## config.mk

```make
export PLATFORM = sky130hd
export DESIGN_NAME = matrix_stream
export DESIGN_NICKNAME = d
export VERILOG_FILES = /design/src/rtl/matrix_stream.sv
export SDC_FILE = /design/constraint.sdc
export NUM_CORES = 1
export LEC_CHECK = 0
export CORE_ASPECT_RATIO = 1.25
export CORE_UTILIZATION = 48
export CTS_BUF_LIST = sky130_fd_sc_hd__clkbuf_4 sky130_fd_sc_hd__clkbuf_8 sky130_fd_sc_hd__clkbuf_16
export DETAILED_ROUTE_END_ITERATION = 7
export GPL_TIMING_DRIVEN = 0
export PLACE_DENSITY = 0.92
export REMOVE_ABC_BUFFERS = 1
export SLEW_MARGIN = 20
export SYNTH_ARGS = -nofsm -noshare
export SYNTH_HDL_FRONTEND = slang
export SYNTH_SLANG_ARGS = --single-unit
export TNS_END_PERCENT = 20
```

## constraint.sdc

```tcl
create_clock -name clk -period 6.4 [get_ports clk]
set_input_delay 1.92 -clock clk [delete_from_list [all_inputs] [get_ports clk]]
set_output_delay 1.92 -clock clk [all_outputs]
set_load 0.1 [all_outputs]
```

## src/rtl/matrix_stream.sv

```systemverilog
`default_nettype none
// +--------------------------------------------------------------------------+
// | matrix_stream : command-driven sequential reader for the matrix ROM,      |
// |   presenting ROM words as a registered valid/ready stream.                |
// |   Optional feature macro: MATRIX_STREAM_CKSUM_EN (adds cksum_o).          |
// | Revision: 1.0                                                            |
// +--------------------------------------------------------------------------+
module matrix_stream #(
  parameter int ADDR_W = 10,
  parameter int DATA_W = 39
) (
  input  logic              clk,
  input  logic              rst,
  input  logic              cmd_valid_i,
  output logic              cmd_ready_o,
  input  logic [ADDR_W-1:0] cmd_base_i,
  input  logic [ADDR_W:0]   cmd_len_i,
  output logic [ADDR_W-1:0] rom_addr_o,
  input  logic [DATA_W-1:0] rom_data_i,
  output logic              out_valid_o,
  input  logic              out_ready_i,
  output logic [DATA_W-1:0] out_data_o,
  output logic [ADDR_W-1:0] out_addr_o,
  output logic              out_last_o,
  output logic              busy_o,
  output logic              done_o
`ifdef MATRIX_STREAM_CKSUM_EN
  ,
  output logic [DATA_W-1:0] cksum_o
`endif
);

  typedef enum logic [1:0] {
    ST_IDLE  = 2'd0,
    ST_RUN   = 2'd1,
    ST_DRAIN = 2'd2
  } state_t;

  localparam logic [ADDR_W:0]   C_DEPTH    = {1'b1, {ADDR_W{1'b0}}};
  localparam logic [ADDR_W:0]   C_REM_ONE  = {{ADDR_W{1'b0}}, 1'b1};
  localparam logic [ADDR_W-1:0] C_ADDR_ONE = {{(ADDR_W-1){1'b0}}, 1'b1};

  state_t              state_q, state_d;
  logic [ADDR_W-1:0]   rom_addr_q, rom_addr_d;
  logic [ADDR_W:0]     remaining_q, remaining_d;
  logic                out_valid_q, out_valid_d;
  logic                out_last_q, out_last_d;
  logic [DATA_W-1:0]   out_data_q, out_data_d;
  logic [ADDR_W-1:0]   out_addr_q, out_addr_d;
  logic                done_q, done_d;

  logic                w_cmd_hs;
  logic                w_out_hs;
  logic                w_free;
  logic                w_load;
  logic                w_final;
  logic [ADDR_W:0]     w_len_clamped;

  assign w_cmd_hs      = cmd_valid_i && (state_q == ST_IDLE);
  assign w_out_hs      = out_valid_q && out_ready_i;
  assign w_free        = !out_valid_q || out_ready_i;
  assign w_load        = (state_q == ST_RUN) && w_free;
  assign w_final       = (remaining_q == C_REM_ONE);
  assign w_len_clamped = (cmd_len_i > C_DEPTH) ? C_DEPTH : cmd_len_i;

  always_comb begin
    state_d     = state_q;
    rom_addr_d  = rom_addr_q;
    remaining_d = remaining_q;
    out_valid_d = out_valid_q;
    out_last_d  = out_last_q;
    out_data_d  = out_data_q;
    out_addr_d  = out_addr_q;
    done_d      = 1'b0;

    case (state_q)
      ST_IDLE: begin
        if (w_cmd_hs) begin
          if (cmd_len_i == '0) begin
            done_d = 1'b1;
          end else begin
            rom_addr_d  = cmd_base_i;
            remaining_d = w_len_clamped;
            state_d     = ST_RUN;
          end
        end
      end
      ST_RUN: begin
        // A load also retires the beat currently held, so RUN never needs
        // a separate handshake-only path.
        if (w_load) begin
          out_data_d  = rom_data_i;
          out_addr_d  = rom_addr_q;
          out_valid_d = 1'b1;
          out_last_d  = w_final;
          rom_addr_d  = rom_addr_q + C_ADDR_ONE;
          remaining_d = remaining_q - C_REM_ONE;
          if (w_final) begin
            state_d = ST_DRAIN;
          end
        end
      end
      ST_DRAIN: begin
        if (w_out_hs) begin
          out_valid_d = 1'b0;
          out_last_d  = 1'b0;
          done_d      = 1'b1;
          state_d     = ST_IDLE;
        end
      end
      default: begin
        state_d = ST_IDLE;
      end
    endcase
  end

  always_ff @(posedge clk) begin
    if (rst) begin
      state_q     <= ST_IDLE;
      rom_addr_q  <= '0;
      remaining_q <= '0;
      out_valid_q <= 1'b0;
      out_last_q  <= 1'b0;
      out_data_q  <= '0;
      out_addr_q  <= '0;
      done_q      <= 1'b0;
    end else begin
      state_q     <= state_d;
      rom_addr_q  <= rom_addr_d;
      remaining_q <= remaining_d;
      out_valid_q <= out_valid_d;
      out_last_q  <= out_last_d;
      out_data_q  <= out_data_d;
      out_addr_q  <= out_addr_d;
      done_q      <= done_d;
    end
  end

`ifdef MATRIX_STREAM_CKSUM_EN
  logic [DATA_W-1:0] cksum_q, cksum_d;

  always_comb begin
    cksum_d = cksum_q;
    if (w_cmd_hs) begin
      cksum_d = '0;
    end else if (w_out_hs) begin
      cksum_d = cksum_q ^ out_data_q;
    end
  end

  always_ff @(posedge clk) begin
    if (rst) begin
      cksum_q <= '0;
    end else begin
      cksum_q <= cksum_d;
    end
  end

  assign cksum_o = cksum_q;
`endif

  assign cmd_ready_o = (state_q == ST_IDLE);
  assign busy_o      = (state_q != ST_IDLE);
  assign done_o      = done_q;
  assign rom_addr_o  = rom_addr_q;
  assign out_valid_o = out_valid_q;
  assign out_last_o  = out_last_q;
  assign out_data_o  = out_data_q;
  assign out_addr_o  = out_addr_q;

endmodule
`default_nettype wire

```

==> results of run 1 <==
## cell families (layout without fill, tap and decap cells)
logic type,Yosys count,count (layout)
and+or+nand+nor,178,178
AOI/OAI and AO/OA,130,130
buffers and inverters,41,154
adders and majority gates,3,3
DFF,75,75
## how the worst min path moves through the flow
stage / startpoint / endpoint / slack (ns) / cells past startpoint
global route: out_addr_o[1] / out_addr_o[1] / 0.48 / 2
finish: out_addr_o[7] / out_addr_o[7] / 0.46 / 2
floorplan: remaining_q[5] / remaining_q[5] / 0.46 / 2
CTS: out_addr_o[7] / out_addr_o[7] / 0.46 / 2
detailed placement: out_addr_o[7] / out_addr_o[7] / 0.45 / 2
global placement: out_data_o[33] / out_data_o[33] / 0.44 / 2
## registers in the layout, indices dropped and copies added, names as in the netlist
signal	cells
done_o	1
out_addr_o	10
out_data_o	39
out_last_o	1
out_valid_o	1
remaining_q	11
rom_addr_o	10
state_q	2
## per-stage QoR
step,area (µm²),hold slack (ns)
3_3_place_gp,4654,0.4409
3_5_place_dp,4710,0.4471
2_1_floorplan,3271,0.4639
6_report,4928,0.4576
4_1_cts,4928,0.4576
5_1_grt,4928,0.4786
## final cells by class
cell class | count | area (µm²) | area share [%]
clock buffer | 10 | 131.4 | 2.666
multi-input combinational | 311 | 1745 | 35.41
inverter | 9 | 33.78 | 0.6855
timing repair buffer | 129 | 1316 | 26.71
clock inverter | 6 | 87.58 | 1.777
tap | 90 | 112.6 | 2.285
sequential | 75 | 1501 | 30.46
## report_power, final
| part | total [mW] | internal, mW | switching, mW |
|---|---|---|---|
| logic | 0.457 | 0.137 | 0.320 |
| registers | 0.538 | 0.502 | 0.0359 |
| clock network | 0.399 | 0.225 | 0.174 |
## worst max-delay path: cells and delay by family, from the launching register on
kind / cells / cell delay, ns
buf+inv: 2 / 1.23
flops: 1 / 0.92
simple gates: 1 / 0.14
## per-layer routing
metal  part of all wire [%]  routed length (µm)  up-vias
met5                      0                   0        -
met4                    2.1                 212        0
met3                    7.5                 765       22
met2                     50                5106      184
met1                     40                4110     1693
li1                       -                   -     1753
## layout by cell type, fill, tap and decap left out, types with 3 or more instances in the layout
master           instances
clkbuf_8                 9
or3_1                    4
o31a_1                   5
a311oi_1                 4
nand3_1                 13
a211oi_1                 3
nor2b_1                  4
nor2_1                   8
o211ai_1                 3
or4_1                    5
dfxtp_1                 75
ha_1                     3
or2_2                    3
nand2_1                107
nand2b_1                 4
nor4_1                   8
o311ai_0                 9
a31oi_1                  4
a21oi_1                 69
o21ai_0                  5
nor3_1                   4
clkdlybuf4s50_1        126
o31ai_1                 10
inv_1                    9
==> run_results.csv, run 1 <==
group,metric,value,unit
global_routing,met1_usage,31.72,%
global_routing,grt-ovfl-total,0,
critical_path,cp.required,4.48,ns
cts,cts_resized,0,
cts,cts_sinks,75,
cts,cts_buffer_depth,2,
critical_path,cp-endpoint,"busy_o",
yosys,ys_warn_count,0,
timing,period_needed,4.557,ns
cells_and_area,finish.utilization,71.08,%
yosys,synth_simple_gate_area_share,25.17,%
cells_and_area,fin_nets,602,
route,first_iter_violations,241,
cells_and_area,fill_cells,537,
timing,fin_ws,1.843,ns
global_routing,use_met2,47.94,%
critical_path,slowest_delay,1.13,ns
timing,fmax,0.2194,GHz
cts,clock_latency,0.34,ns
global_routing,busiest_layer,"met2",
status,outcome,"finished, final reports clean",
cells_and_area,num_antenna_cells,0,
floorplanning,ios,128,
yosys,ys.flop_type,"dfxtp_1",
route,route.detailed.drc,0,
yosys,synth_edf_count,0,
cts,cts_root_buffer,"clkbuf_8",
placed_design,pre_cts_slack,2.043,ns
run,maxCapViolCount,0,
route,wl_per_cell,16.18,µm
floorplanning,die_h,96.25,µm
cells_and_area,layoutNonFillerInstCount,630,
route,drt_pass1_iterations,6,
critical_path,end_kind,"output pin",
timing,tns,0,ns
yosys,synthAdderAreaFrac,1.101,%
critical_path,worstPathArrival,2.64,ns
power,power_per_cell_area,282.8,mW/mm²
timing,setup_violations,0,
critical_path,path_cells,"nor2_1 > inv_1 > clkdlybuf4s50_1",
yosys,yosysMostFrequentCell,"nand2_1",
yosys,yosys.area_share.xor_xnor,0,%
timing,tightestPinTransition,1.094,ns
critical_path,crit_start,"state_q[0]",
yosys,synth_largest_area_cell,"dfxtp_1",
global_routing,grt_pass1_wl,15820,µm
placed_design,hpwl,6988,µm
timing,rsz0062_at_grt,"no",
floorplanning,die_x,77.40,µm
cts,cts_buffers,9,
critical_path,crit_type,"reg2out",
critical_path,reg2reg_to,"out_data_o[10]",
cts,cts_setup_buffers,0,
floorplanning,rows,34,
global_routing,grt_pass1_vias,3310,
cts,cts_tree,"done",
timing,slew_headroom,26.89,%
min_path,hold_path_class,"reg2reg",
timing,skew,0.006561,ns
floorplanning,core,0.006934,mm²
cells_and_area,area_delta_synth_final,44.50,%
yosys,ys_top_cells_by_area,"dfxtp_1, nand2_1, a21oi_1",
placed_design,io_buffers,127,
route,vias,3652,
yosys,ys_async_sr_fraction,0,%
route,wirelength,10190,µm
yosys,synth_common_cells,"nand2_1, dfxtp_1, a21oi_1",
cts,cts_max_level,3,
global_routing,grt_usage,26.86,%
cts,clk_pin_slew,0.08,ns
yosys,postSynthAreaPerCell,7.988,µm²
global_routing,antenna_found_initial,0,
yosys,syn_area,0.003411,mm²
route,detail-route-antenna-nets,0,
critical_path,r2r-start,"state_q[0]",
yosys,syn_inst,427,
critical_path,start_kind,"register",
critical_path,rr_worst_depth,5,
floorplanning,dieArea,0.007449,mm²
timing,fin_crit_sh,71.21,%
timing,final_max_slew_viol_count,0,
yosys,ys_seq_area_share,44.02,%
power,cellLeakagePower,1.712,nW
yosys,synth_mux_area_share,0,%
global_routing,use_met3,5.403,%
yosys,yosysTopAreaCellShare,44.02,%
route,vias_per_cell,5.797,
cts,cts_hold_buf,0,
placed_design,gp_congestion,0.9436,
cells_and_area,layout-drive-gt1-share,5.741,%
power,power,1.394,mW
timing,hold_viol_final,0,
yosys,synth_top_family_by_area,"simple AND/OR/NAND/NOR gates",
critical_path,crit_fanout,26,
yosys,synth.distinct_cells,52,
critical_path,r2r_slack,3.40,ns
yosys,synth_compound_area_share,24.61,%
global_routing,grt_start_max_net_pins,79,
yosys,ys_ff_latch,75,
power,ir_drop,200.1,µV
placed_design,place_inst,614,
critical_path,slowest_stage,"clkdlybuf4s50_1",
floorplanning,start_util,49.19,%
Note: power is estimated with default switching activity, not from simulation.
==> run 2: changes to the inputs <==
CORE_UTILIZATION = 44   (was 48)
PLACE_DENSITY = 0.86   (was 0.92)
clock period = 4.3 ns   (was 6.4 ns; I/O delays follow)
==> run 2 against run 1 <==
  * Combinational power is 49% higher
  * First-iteration DRC count decreased by 3.3%
  * Final area grew 0.15%
  * Flip-flop and latch count unchanged
  * Sequential power is 48% higher
  * Critical endpoint unchanged
  * Via count fell by 2.9%
  * Global-route usage decreased by 1.9 points
  * Critical path depth is the same
  * Die area up 8.9%
  * Highest routed layer unchanged
==> run_results.csv, run 2 (same netlist as run 1, synthesis figures left out) <==
group,metric,value,unit
cts,cts_setup_buffers,0,
placed_design,pre_cts_slack,0.5315,ns
cts,cts_resized,0,
critical_path,r2r-start,"state_q[0]",
route,wl_per_cell,15.66,µm
critical_path,end_kind,"output pin",
global_routing,grt-ovfl-total,0,
power,ir_drop,271.3,µV
critical_path,crit_fanout,26,
timing,fin_ws,0.3895,ns
cells_and_area,fill_cells,608,
run,maxCapViolCount,0,
min_path,whs_path_depth,2,
power,cellLeakagePower,1.712,nW
cells_and_area,area_delta_synth_final,44.72,%
critical_path,r2r_slack,1.23,ns
cells_and_area,multi_input_area,0.001745,mm²
critical_path,rr_worst_depth,4,
critical_path,reg2reg_to,"rom_addr_o[8]",
route,wirelength,9895,µm
floorplanning,dieArea,0.008110,mm²
route,first_iter_violations,233,
floorplanning,ios,128,
placed_design,hpwl,6858,µm
global_routing,grt_pass1_wl,15660,µm
timing,hold_viol_final,0,
cts,cts_hold_buf,0,
timing,setup_violations,0,
cts,cts_buffers,9,
min_path,hold_end,"out_addr_o[2]",
global_routing,antenna_found_initial,0,
timing,fmax,0.2557,GHz
cts,clock_latency,0.34,ns
timing,final_max_slew_viol_count,0,
cells_and_area,layout-drive-gt1-share,5.741,%
cells_and_area,final_common_cell,"clkdlybuf4s50_1",
global_routing,grt_start_max_net_pins,79,
critical_path,worstPathArrival,2.62,ns
cts,cts_sinks,75,
cts,clk_pin_slew,0.08,ns
placed_design,io_buffers,127,
min_path,hold_path_class,"reg2reg",
cells_and_area,num_antenna_cells,0,
power,power_per_cell_area,420.8,mW/mm²
critical_path,start_kind,"register",
timing,period_needed,3.911,ns
route,vias,3547,
cells_and_area,fin_nets,602,
route,drt_pass1_iterations,7,
placed_design,gp_congestion,0.9401,
cts,cts_buffer_depth,2,
cells_and_area,seqCellArea,0.001501,mm²
route,detail-route-antenna-nets,0,
route,route.detailed.drc,0,
timing,skew,0.008922,ns
power,power,2.077,mW
floorplanning,die_h,100.4,µm
floorplanning,die_x,80.75,µm
critical_path,cp.required,3.01,ns
global_routing,grt_pass1_vias,3324,
cells_and_area,layout_common_cells,"clkdlybuf4s50_1, nand2_1, dfxtp_1",
cts,cts_root_buffer,"clkbuf_8",
global_routing,grt_usage,24.94,%
critical_path,crit_type,"reg2out",
timing,slew_headroom,26.31,%
timing,fin_crit_sh,90.94,%
floorplanning,core,0.007445,mm²
cells_and_area,largest_register_ffs,39,
cells_and_area,layoutNonFillerInstCount,632,
cts,cts_max_level,3,
timing,tightestPinTransition,1.103,ns
placed_design,place_inst,616,
status,outcome,"finished, final reports clean",
route,vias_per_cell,5.612,
floorplanning,rows,35,
min_path,min-delay-start,"out_addr_o[2]",
cts,cts_tree,"done",
timing,rsz0062_at_grt,"no",
floorplanning,start_util,45.82,%
[run 2: layer usage]
| metal | share of wire, % | global-route usage (%) |
|---|---|---|
| met3 | 10 | 6.818 |
| met2 | 48 | 42.57 |
| met4 | 2.0 | 12.09 |
| met5 | 0 | 0 |
| met1 | 40 | 28.32 |
[run 2: worst max-delay path by stage]
stage	start	end	slack [ns]	cells after the start
CTS	state_q[0]	busy_o	0.41	3
finish	state_q[0]	busy_o	0.39	3
global route	state_q[0]	busy_o	0.28	3
global placement	rst	rom_addr_o[4]	-0.74	4
floorplan	state_q[0]	busy_o	0.25	2
detailed placement	cmd_len_i[1]	rom_addr_o[0]	0.53	5
[run 2: layout make-up]
class                   count  share of cell area [%]
clock buffers               9                   2.510
clock inverters             7                   2.028
inverters                   9                  0.6844
multi-input cells         311                   35.36
flip-flops and latches     75                   30.42
well taps                  92                   2.332
repair buffers            129                   26.67
[run 2: through the flow]
step                      util (%)  instance area (µm²)  hold WS [ns]  setup TNS (ns)
after floorplan                  -                 3271        0.4639               0
after global placement       62.55                 4657        0.4409          -36.86
after detailed placement     63.29                 4712        0.4455               0
after CTS                    66.30                 4936        0.4569               0
after global routing         66.30                 4936        0.4724               0
final                        66.30                 4936        0.4544               0
[run 2: worst max-delay path, cell delays in order, from the launching register on]
cell and delay, ns:
dfxtp_1 0.93, nor2_1 0.14, inv_1 0.09, clkdlybuf4s50_1 1.12
[run 2: power breakdown]
part / total [mW] / internal (mW) / switching [mW]
Combinational: 0.679 / 0.205 / 0.475
Clock: 0.599 / 0.331 / 0.268
Sequential: 0.798 / 0.746 / 0.0521
